<file path="src/rtl/key_emu_pkg.sv">
// Shared types and helpers for the key emulator: FSM state encoding,
// LFSR width/seed/taps and the ns-to-cycles conversion.
package key_emu_pkg;

    typedef enum logic [2:0] {
        IDLE,
        PRESS_BOUNCE,
        HOLD,
        RELEASE_BOUNCE,
        GAP
    } state_e;

    localparam int              LFSR_W    = 16;
    localparam logic [LFSR_W-1:0] LFSR_SEED = 16'h0001;
    // Galois feedback mask for x^16 + x^14 + x^13 + x^11 + 1 (right-shifting form).
    localparam logic [LFSR_W-1:0] LFSR_TAPS = 16'hB400;

    // Whole clock cycles covered by a duration in ns at a clock of mhz MHz.
    function automatic int cycles_from_ns(input int ns, input int mhz);
        return (ns * mhz) / 1000;
    endfunction

endpackage

</file>
<file path="src/rtl/key_emulator_if.sv">
// Request/status bundle of the key emulator. The controller drives the
// request side (master); the emulator drives the status side (slave).
interface key_emulator_if;

    logic press_req_i;
    logic abort_i;
    logic ready_o;
    logic key_o;
    logic done_stb_o;

    modport master (
        output press_req_i, abort_i,
        input  ready_o, key_o, done_stb_o
    );

    modport slave (
        input  press_req_i, abort_i,
        output ready_o, key_o, done_stb_o
    );

endinterface

</file>
<file path="src/rtl/key_emulator_lfsr.sv">
// 16-bit Galois LFSR (taps 16,14,13,11) that supplies the pseudo-random
// bounce intervals. Advances only when en_i is high.
module lfsr
    import key_emu_pkg::*;
(
    input  logic              clk_i,
    input  logic              srst_n_i,
    input  logic              en_i,
    output logic [LFSR_W-1:0] value_o
);

    logic [LFSR_W-1:0] lfsr_q;
    logic [LFSR_W-1:0] lfsr_d;

    // Next value: shift right, fold the output bit back through the taps.
    always_comb begin
        lfsr_d = lfsr_q;
        if (en_i) begin
            lfsr_d = (lfsr_q >> 1) ^ (lfsr_q[0] ? LFSR_TAPS : '0);
        end
    end

    // State register; the seed must be nonzero or the sequence locks up.
    always_ff @(posedge clk_i) begin
        if (!srst_n_i) begin
            lfsr_q <= LFSR_SEED;
        end else begin
            lfsr_q <= lfsr_d;
        end
    end

    assign value_o = lfsr_q;

endmodule

</file>
<file path="src/rtl/key_emulator.sv">
// Key emulator: on request, produces a raw key waveform with contact bounce
// on press and release, a stable hold, and a quiet gap before going idle.
// Define KEY_EMU_BOUNCE_EN to build the bounce windows and the LFSR; without
// it a press is a clean HOLD pulse followed by the GAP.
module key_emulator
    import key_emu_pkg::*;
#(
    parameter int CLK_FREQ_MHZ   = 100,
    parameter int HOLD_TIME_NS   = 1000,
    parameter int BOUNCE_TIME_NS = 100,
    parameter int BOUNCE_EDGES   = 4
) (
    input  logic           clk_i,
    input  logic           srst_n_i,
    key_emulator_if.slave  bus
);

    localparam int HOLD_RAW   = cycles_from_ns(HOLD_TIME_NS, CLK_FREQ_MHZ);
    localparam int HOLD_CYC   = (HOLD_RAW > 1) ? HOLD_RAW : 1;
    localparam int BOUNCE_RAW = cycles_from_ns(BOUNCE_TIME_NS, CLK_FREQ_MHZ);
    localparam int BOUNCE_CYC = (BOUNCE_RAW > BOUNCE_EDGES) ? BOUNCE_RAW : BOUNCE_EDGES;
    localparam int CNT_MAX    = (HOLD_CYC > BOUNCE_CYC) ? HOLD_CYC : BOUNCE_CYC;
    localparam int CNT_W      = $clog2(CNT_MAX) + 1;

    localparam logic [CNT_W-1:0] HOLD_LAST = CNT_W'(HOLD_CYC - 1);
    localparam logic [CNT_W-1:0] GAP_LAST  = CNT_W'(BOUNCE_CYC - 1);

    state_e           state_q, state_d;
    logic [CNT_W-1:0] cnt_q, cnt_d;
    logic             key_q, key_d;
    logic             done_q, done_d;

`ifdef KEY_EMU_BOUNCE_EN
    localparam int STEP   = BOUNCE_CYC / BOUNCE_EDGES;
    localparam int EDGE_W = $clog2(BOUNCE_EDGES) + 1;
    localparam logic [EDGE_W-1:0] EDGE_LAST = EDGE_W'(BOUNCE_EDGES - 1);

    logic [EDGE_W-1:0] edge_q, edge_d;
    logic [LFSR_W-1:0] lfsr_val;
    logic              lfsr_step;
    logic [CNT_W-1:0]  interval_last;

    lfsr u_lfsr (
        .clk_i    (clk_i),
        .srst_n_i (srst_n_i),
        .en_i     (lfsr_step),
        .value_o  (lfsr_val)
    );

    // Interval before the next toggle is (lfsr mod STEP)+1 cycles; the
    // counter starts at 0, so the toggle fires when it equals lfsr mod STEP.
    assign interval_last = CNT_W'(lfsr_val % LFSR_W'(STEP));
`endif

    // Next-state and output decode of the press sequencer.
    always_comb begin
        // NOTE: every signal assigned here gets a default first, so no path
        // through the case can leave one unassigned and infer a latch.
        state_d = state_q;
        cnt_d   = cnt_q;
        key_d   = key_q;
        done_d  = 1'b0;
`ifdef KEY_EMU_BOUNCE_EN
        edge_d    = edge_q;
        lfsr_step = 1'b0;
`endif
        unique case (state_q)
            IDLE: begin
                if (bus.press_req_i) begin
                    key_d = 1'b1;
                    cnt_d = '0;
`ifdef KEY_EMU_BOUNCE_EN
                    state_d = PRESS_BOUNCE;
                    edge_d  = '0;
`else
                    state_d = HOLD;
`endif
                end
            end
`ifdef KEY_EMU_BOUNCE_EN
            PRESS_BOUNCE, RELEASE_BOUNCE: begin
                if (bus.abort_i) begin
                    state_d = GAP;
                    cnt_d   = '0;
                    key_d   = 1'b0;
                end else if (cnt_q == interval_last) begin
                    key_d     = ~key_q;
                    cnt_d     = '0;
                    lfsr_step = 1'b1;
                    edge_d    = edge_q + 1'b1;
                    if (edge_q == EDGE_LAST) begin
                        state_d = (state_q == PRESS_BOUNCE) ? HOLD : GAP;
                        edge_d  = '0;
                    end
                end else begin
                    cnt_d = cnt_q + 1'b1;
                end
            end
`endif
            HOLD: begin
                if (bus.abort_i) begin
                    state_d = GAP;
                    cnt_d   = '0;
                    key_d   = 1'b0;
                end else if (cnt_q == HOLD_LAST) begin
                    cnt_d = '0;
                    key_d = 1'b0;
`ifdef KEY_EMU_BOUNCE_EN
                    state_d = RELEASE_BOUNCE;
                    edge_d  = '0;
`else
                    state_d = GAP;
`endif
                end else begin
                    cnt_d = cnt_q + 1'b1;
                end
            end
            GAP: begin
                if (cnt_q == GAP_LAST) begin
                    state_d = IDLE;
                    cnt_d   = '0;
                    done_d  = 1'b1;
                end else begin
                    cnt_d = cnt_q + 1'b1;
                end
            end
            default: begin
                state_d = IDLE;
                cnt_d   = '0;
                key_d   = 1'b0;
            end
        endcase
    end

    // State and output registers; reset drops any sequence without a strobe.
    always_ff @(posedge clk_i) begin
        // NOTE: sequential state uses non-blocking assignments so every flop
        // samples the pre-edge values regardless of statement order.
        if (!srst_n_i) begin
            state_q <= IDLE;
            cnt_q   <= '0;
            key_q   <= 1'b0;
            done_q  <= 1'b0;
`ifdef KEY_EMU_BOUNCE_EN
            edge_q  <= '0;
`endif
        end else begin
            state_q <= state_d;
            cnt_q   <= cnt_d;
            key_q   <= key_d;
            done_q  <= done_d;
`ifdef KEY_EMU_BOUNCE_EN
            edge_q  <= edge_d;
`endif
        end
    end

    assign bus.ready_o    = (state_q == IDLE);
    assign bus.key_o      = key_q;
    assign bus.done_stb_o = done_q;

endmodule
</file>
<file path="src/flat_wrapper.sv">
// flat-port wrapper written by rule: the top's interface ports become plain ports
module key_emulator_flat import key_emu_pkg::*;
#(
    parameter int CLK_FREQ_MHZ   = 100,
    parameter int HOLD_TIME_NS   = 1000,
    parameter int BOUNCE_TIME_NS = 100,
    parameter int BOUNCE_EDGES   = 4
)
  (clk_i, srst_n_i, bus_press_req_i, bus_abort_i, bus_ready_o, bus_key_o, bus_done_stb_o);
  key_emulator_if bus_i ();
  input  logic clk_i;
  input  logic srst_n_i;
  input wire logic [$bits(bus_i.press_req_i)-1:0] bus_press_req_i;
  input wire logic [$bits(bus_i.abort_i)-1:0] bus_abort_i;
  output wire logic [$bits(bus_i.ready_o)-1:0] bus_ready_o;
  output wire logic [$bits(bus_i.key_o)-1:0] bus_key_o;
  output wire logic [$bits(bus_i.done_stb_o)-1:0] bus_done_stb_o;
  assign bus_i.press_req_i = bus_press_req_i;
  assign bus_i.abort_i = bus_abort_i;
  assign bus_ready_o = bus_i.ready_o;
  assign bus_key_o = bus_i.key_o;
  assign bus_done_stb_o = bus_i.done_stb_o;
  key_emulator #(.CLK_FREQ_MHZ(CLK_FREQ_MHZ), .HOLD_TIME_NS(HOLD_TIME_NS), .BOUNCE_TIME_NS(BOUNCE_TIME_NS), .BOUNCE_EDGES(BOUNCE_EDGES)) u_core (.clk_i(clk_i), .srst_n_i(srst_n_i), .bus(bus_i));
endmodule
</file>
<file path="config.mk">
export PLATFORM = sky130hd
export DESIGN_NAME = key_emulator_flat
export DESIGN_NICKNAME = d
export VERILOG_FILES = /design/src/rtl/key_emu_pkg.sv /design/src/rtl/key_emulator_if.sv /design/src/rtl/key_emulator_lfsr.sv /design/src/rtl/key_emulator.sv /design/src/flat_wrapper.sv
export SDC_FILE = /design/constraint.sdc
export NUM_CORES = 1
export LEC_CHECK = 0
export CAP_MARGIN = 20
export CORE_MARGIN = 8
export CORE_UTILIZATION = 43
export CTS_CLUSTER_DIAMETER = 30
export CTS_CLUSTER_SIZE = 20
export DETAILED_ROUTE_END_ITERATION = 6
export PLACE_DENSITY_LB_ADDON = 0.2
export REMOVE_ABC_BUFFERS = 1
export SYNTH_ARGS = -nofsm -noshare
export SYNTH_HDL_FRONTEND = slang
export SYNTH_SLANG_ARGS = --single-unit
export TNS_END_PERCENT = 1
</file>
<file path="constraint.sdc">
create_clock -name clk_i -period 3.3 [get_ports clk_i]
set_input_delay 0.66 -clock clk_i [delete_from_list [all_inputs] [get_ports clk_i]]
set_output_delay 0.66 -clock clk_i [all_outputs]
set_load 0.005 [all_outputs]
</file>
==> metrics.txt, run 1 <==
outcome=finished clean; CP max FO=4; DIE WIDTH=59.3 um; post-route ant nets=0; hold-critical path depth=2; Cell Area, Synth=805 sq um; # resized after CTS=0; Finish-stage setup viols=0; Synth Register Bits=12; r2r setup slk=1.59 ns; vias in the first global route=646; DRC Markers=0; initial antenna violation count=0; min setup slack post-route=1.17 ns; Synth cell types=32; total track usage=0.108; Die Ht=59.3 um; worst reg-to-reg path cell count=5; PwrDens=384 nW/um^2; Starting Density=0.461; total core area=1750 sq um; Hold Buf Count CTS=0; Mapped Cells=91; Worst Setup Start Kind=flop; Worst-Skew Late Latency=0.27 ns; worst min-delay path startpoint=u_core.cnt_q[1]; Row Count=15; worst vdd ir=0.000295 V; CTS Buf Count=3; Hold Path End=u_core.cnt_q[1]; RR Startpoint=u_core.cnt_q[0]; Clock Skews=0.00237 ns; max capacitance violation total=0; I/O Buffers=6; Crit Path Category=flop to primary output; count of pins over their slew limit=0; Slowest cell on crit path=clkdlybuf4s50_1; crit-path cells=inv_1 > ha_1 > clkdlybuf4s50_1; first-pass GRT wire length=2900 um; HP Class=flop to flop; final net count=108; DRC violation total after the first TritonRoute iteration=15; CTS clk-pin slew, worst paths=0.08 ns; Critical Path End Type=primary output; Post-Route WL=1680 um; worst-margin pin slew=0.474 ns; Post-synth EDFFs=0; Final Cycle Share=0.646; Worst path max stage delay=0.54 ns; Antenna Cells=0; r2r endpoint=u_core.bus.key_o; main flop type after synthesis=dfxtp_1; most instantiated cells after synthesis=dfxtp_1, nand2_1, o211ai_1; unrepaired setup endpoints after global routing=no; drt wl/cell=13.9 um; Finished Layout Cells=121; layout cells sized above 1=0.115; syn_area_per_cell=8.84 sq um; placed cell count=118; min Tclk post-route=2.13 ns; worst endpoint required time=2.64 ns; FF/Latch Area=240 sq um; top cells by area, synth=dfxtp_1, ha_1, o211ai_1, nand2_1, o2111ai_1; DP HPWL=1160 um; Max H-tree Level=1; Fill cells=160; register area share after synthesis=0.299; Final Hold Viols=0; area leader, netlist=dfxtp_1; Yosys warning total=0; GP Congestion=0.779; gr ovfl total=0; sum of negative setup slack=0 ns; top-area cell type share of the netlist area=0.299; Max Fclk=469 MHz; die area=3510 sq um; Vias=713; leakage power=0.287 nW; root buf cell=clkbuf_4; clock sink total=12; critical path arrival=1.47 ns; area delta synth->final=10.6%; Slew HR=0.684; number of setup buffers added after CTS=0; Multi-input gate area=505 sq um; DP Worst Slack=1.20 ns; Avg Vias per Cell=5.89; FFs w/ async S/R, synth=0; I/O pin count=7; DRT Pass-1 Iters=4; Clock Tree Buf Depth=2; largest net degree at the start of global routing=20; CTS tree=done
==> registers in the layout, indices dropped and copies added, names as in the netlist <==
name	cells
u_core.bus.key_o	1
u_core.state_q	2
u_core.bus.done_stb_o	1
u_core.cnt_q	8
==> power by group <==
part | switching, mW | internal, mW
Combinational | 0.0565 | 0.0373
Sequential | 0.00476 | 0.151
Clock | 0.0497 | 0.0423
Total | 0.111 | 0.231
==> area by class of cell <==
cell class                 instances  area share
clock buffer                       3      0.0253
inverter                           6      0.0253
multi-input combinational         68       0.568
sequential                        12       0.270
tap                               25      0.0352
timing repair buffer               7      0.0759
==> cells in the final DEF (no fill, tap or decap), drive strengths merged, types with 4 or more instances in the layout <==
master / instances
nor3: 6
a31oi: 5
inv: 6
ha: 6
clkdlybuf4s50: 6
a21oi: 4
nand2: 12
o211ai: 7
dfxtp: 12
o2111ai: 5
==> critical path, delay by kind of cell (launching register included) <==
kind | cells | cell delay (ns)
adder cells (fa/ha/maj) | 1 | 0.22
buffers and inverters | 2 | 0.64
flip-flops | 1 | 0.34
==> kinds of logic (layout without fill, tap and decap cells) <==
group           count (synthesis)  after routing  synth area share
fa+ha+maj                       6              6            0.0933
simple gates                   32             32             0.227
compound gates                 30             30             0.308
buf+inv                        11             16            0.0731
flops                          12             12             0.299
==> worst max-delay path by stage <==
stage          slack (ns)              start              end
3_3_place_gp         1.25        bus_abort_i  u_core.cnt_q[7]
2_1_floorplan        1.53    bus_press_req_i  u_core.cnt_q[5]
4_1_cts              1.16  u_core.state_q[1]      bus_ready_o
5_1_grt              1.09  u_core.state_q[1]      bus_ready_o
6_report             1.17  u_core.state_q[1]      bus_ready_o
3_5_place_dp         1.20        bus_abort_i  u_core.cnt_q[7]
==> layer usage <==
layer | up-vias | track usage | routed length [um]
met5 | - | 0 | 0
met4 | 0 | 0.0717 | 33
li1 | 366 | - | -
met2 | 10 | 0.163 | 787
met3 | 4 | 0.0195 | 60
met1 | 333 | 0.135 | 797
==> through the flow <==
step	instance area, sq um	total power, mW	util	hold slack [ns]
finish	890	0.342	0.510	0.501
global route	890	0.362	0.510	0.516
CTS	890	0.344	0.510	0.502
detailed placement	867	0.252	0.497	0.489
global placement	867	0.250	0.497	0.486
floorplan	768	0.217	-	0.462
Power figures use the tool's default switching activity.
==> run 2, diff against run 1 <==
==> constraint.sdc (replaced) <==
create_clock -name clk_i -period 2 [get_ports clk_i]
set_input_delay 0.4 -clock clk_i [delete_from_list [all_inputs] [get_ports clk_i]]
set_output_delay 0.4 -clock clk_i [all_outputs]
set_load 0.005 [all_outputs]
==> metrics.txt, run 2 (synthesized netlist as in run 1, its figures left out) <==
outcome=finished clean; Sequential Power Share=0.448 (-0.008); I/O pin count=7 (unchanged); CTS clk-pin slew, worst paths=0.08 ns (about the same); worst endpoint required time=1.60 ns (-1.04 ns); Finish-stage setup viols=0 (unchanged); Max H-tree Level=1 (unchanged); Post-Route WL=1730 um (+2.8%); Hold Buf Count CTS=0 (unchanged); Comb pwr share=0.286 (+0.012); Die Ht=59.3 um (unchanged); number of setup buffers added after CTS=0 (unchanged); clock sink total=12 (unchanged); area delta synth->final=12.1%; total core area=1750 sq um (unchanged); power share of the clock group=0.266 (-0.003); Clock Skews=0.00245 ns (+0.0000761 ns); die area=3510 sq um (unchanged); root buf cell=clkbuf_4; Sw Ratio=0.324 (-0.00125); first-pass GRT wire length=2950 um (+1.7%); DP HPWL=1190 um (+3.0%); total track usage=0.107 (-0.00122); largest net degree at the start of global routing=20 (unchanged); max capacitance violation total=0 (unchanged); DP Worst Slack=0.167 ns (-1.03 ns); Crit Path Category=flop to primary output; gr ovfl total=0 (unchanged); Slew HR=0.678 (-0.00565); Antenna Cells=0 (unchanged); initial antenna violation count=0 (unchanged); Switch Pwr=0.186 mW (+67%); min Tclk post-route=1.85 ns; CTS tree=done; Critical Path End Type=primary output; I/O Buffers=6 (unchanged); # resized after CTS=0 (unchanged); most frequent cells in the layout=nand2_1, dfxtp_1, o211ai_1; layout cells sized above 1=0.115 (unchanged); worst-margin pin slew=0.482 ns (+0.00846 ns); CP max FO=4 (unchanged); Final Hold Viols=0 (unchanged); sum of negative setup slack=0 ns (unchanged); critical path arrival=1.45 ns (-0.02 ns); max reg flops=8 (unchanged); count of pins over their slew limit=0 (unchanged); Worst Setup Start Kind=flop; vias in the first global route=635 (-1.7%); HP Class=flop to flop; Top Registers=u_core.cnt_q: 8 flops, u_core.state_q: 2 flops; final net count=108 (unchanged); Final Cycle Share=0.923; Post-Route Utilization=0.517 (+0.00717); PwrDens=636 nW/um^2 (+66%); min setup slack post-route=0.155 ns (-1.01 ns); DRC Markers=0 (unchanged); leakage power=0.291 nW (+1.4%); Tot Pwr=0.574 mW (+68%); Fill cells=165 (+3.1%); DRC violation total after the first TritonRoute iteration=21 (+6); Worst-Skew Late Latency=0.27 ns (about the same); post-route ant nets=0 (unchanged); Clock Tree Buf Depth=2 (unchanged); Avg Vias per Cell=5.91 (+0.28%); Starting Density=0.461 (unchanged); DRT Pass-1 Iters=4 (unchanged); DIE WIDTH=59.3 um (unchanged); GP Congestion=0.741 (-4.9%); unrepaired setup endpoints after global routing=no; worst vdd ir=0.000402 V (+36%); Top reg by flops=u_core.cnt_q; Min Hold Slack=0.503 ns (+0.00216 ns); CTS Buf Count=3 (unchanged); Vias=715 (+0.28%); drt wl/cell=14.3 um (+2.8%); Max Fclk=542 MHz; Row Count=15 (unchanged); Pint=0.388 mW (+68%)
[run 2: per-layer routing]
metal / vias to the layer above / global-route usage / wire (um)
met5: - / 0 / 0
met4: 0 / 0.0512 / 11
met3: 2 / 0.0282 / 82
met2: 13 / 0.154 / 752
met1: 338 / 0.141 / 877
li1: 362 / - / -
[run 2: stage by stage]
| step | std cells | cell area, sq um |
|---|---|---|
| finish | 121 | 902 |
| global route | 121 | 902 |
| CTS | 121 | 902 |
| detailed placement | 118 | 880 |
| global placement | 118 | 880 |
| floorplan | 86 | 768 |
[run 2: final cells by class]
cell class              instances  area [sq um]  share of cell area
clock buffers                   3          22.5              0.0250
inverters                       6          22.5              0.0250
multi-input cells              68           505               0.560
flip-flops and latches         12           240               0.266
well taps                      25          31.3              0.0347
repair buffers                  7          80.1              0.0888
[run 2: critical path, cell delays in order, from the launching register on]
cell             delay [ns]
dfxtp_1                0.34
inv_1                  0.10
ha_1                   0.22
clkdlybuf4s50_1        0.53
[run 2: worst paths after layout]
path                     start               to  slack, ns  cells past startpoint
max          u_core.state_q[2]      bus_ready_o       0.15                      3
min            u_core.cnt_q[1]  u_core.cnt_q[1]       0.50                      2
max reg2reg    u_core.cnt_q[0]  u_core.cnt_q[7]       0.27                      5
min reg2reg    u_core.cnt_q[1]  u_core.cnt_q[1]       0.50                      2
[run 2: power groups by stage]
| stage | Sequential, mW | Clock (mW) | Combinational, mW |
|---|---|---|---|
| 2_1_floorplan | 0.261 | 0 | 0.0973 |
| 3_3_place_gp | 0.262 | 0 | 0.161 |
| 3_5_place_dp | 0.262 | 0 | 0.164 |
| 4_1_cts | 0.257 | 0.154 | 0.164 |
| 5_1_grt | 0.258 | 0.170 | 0.181 |
| 6_report | 0.257 | 0.153 | 0.164 |
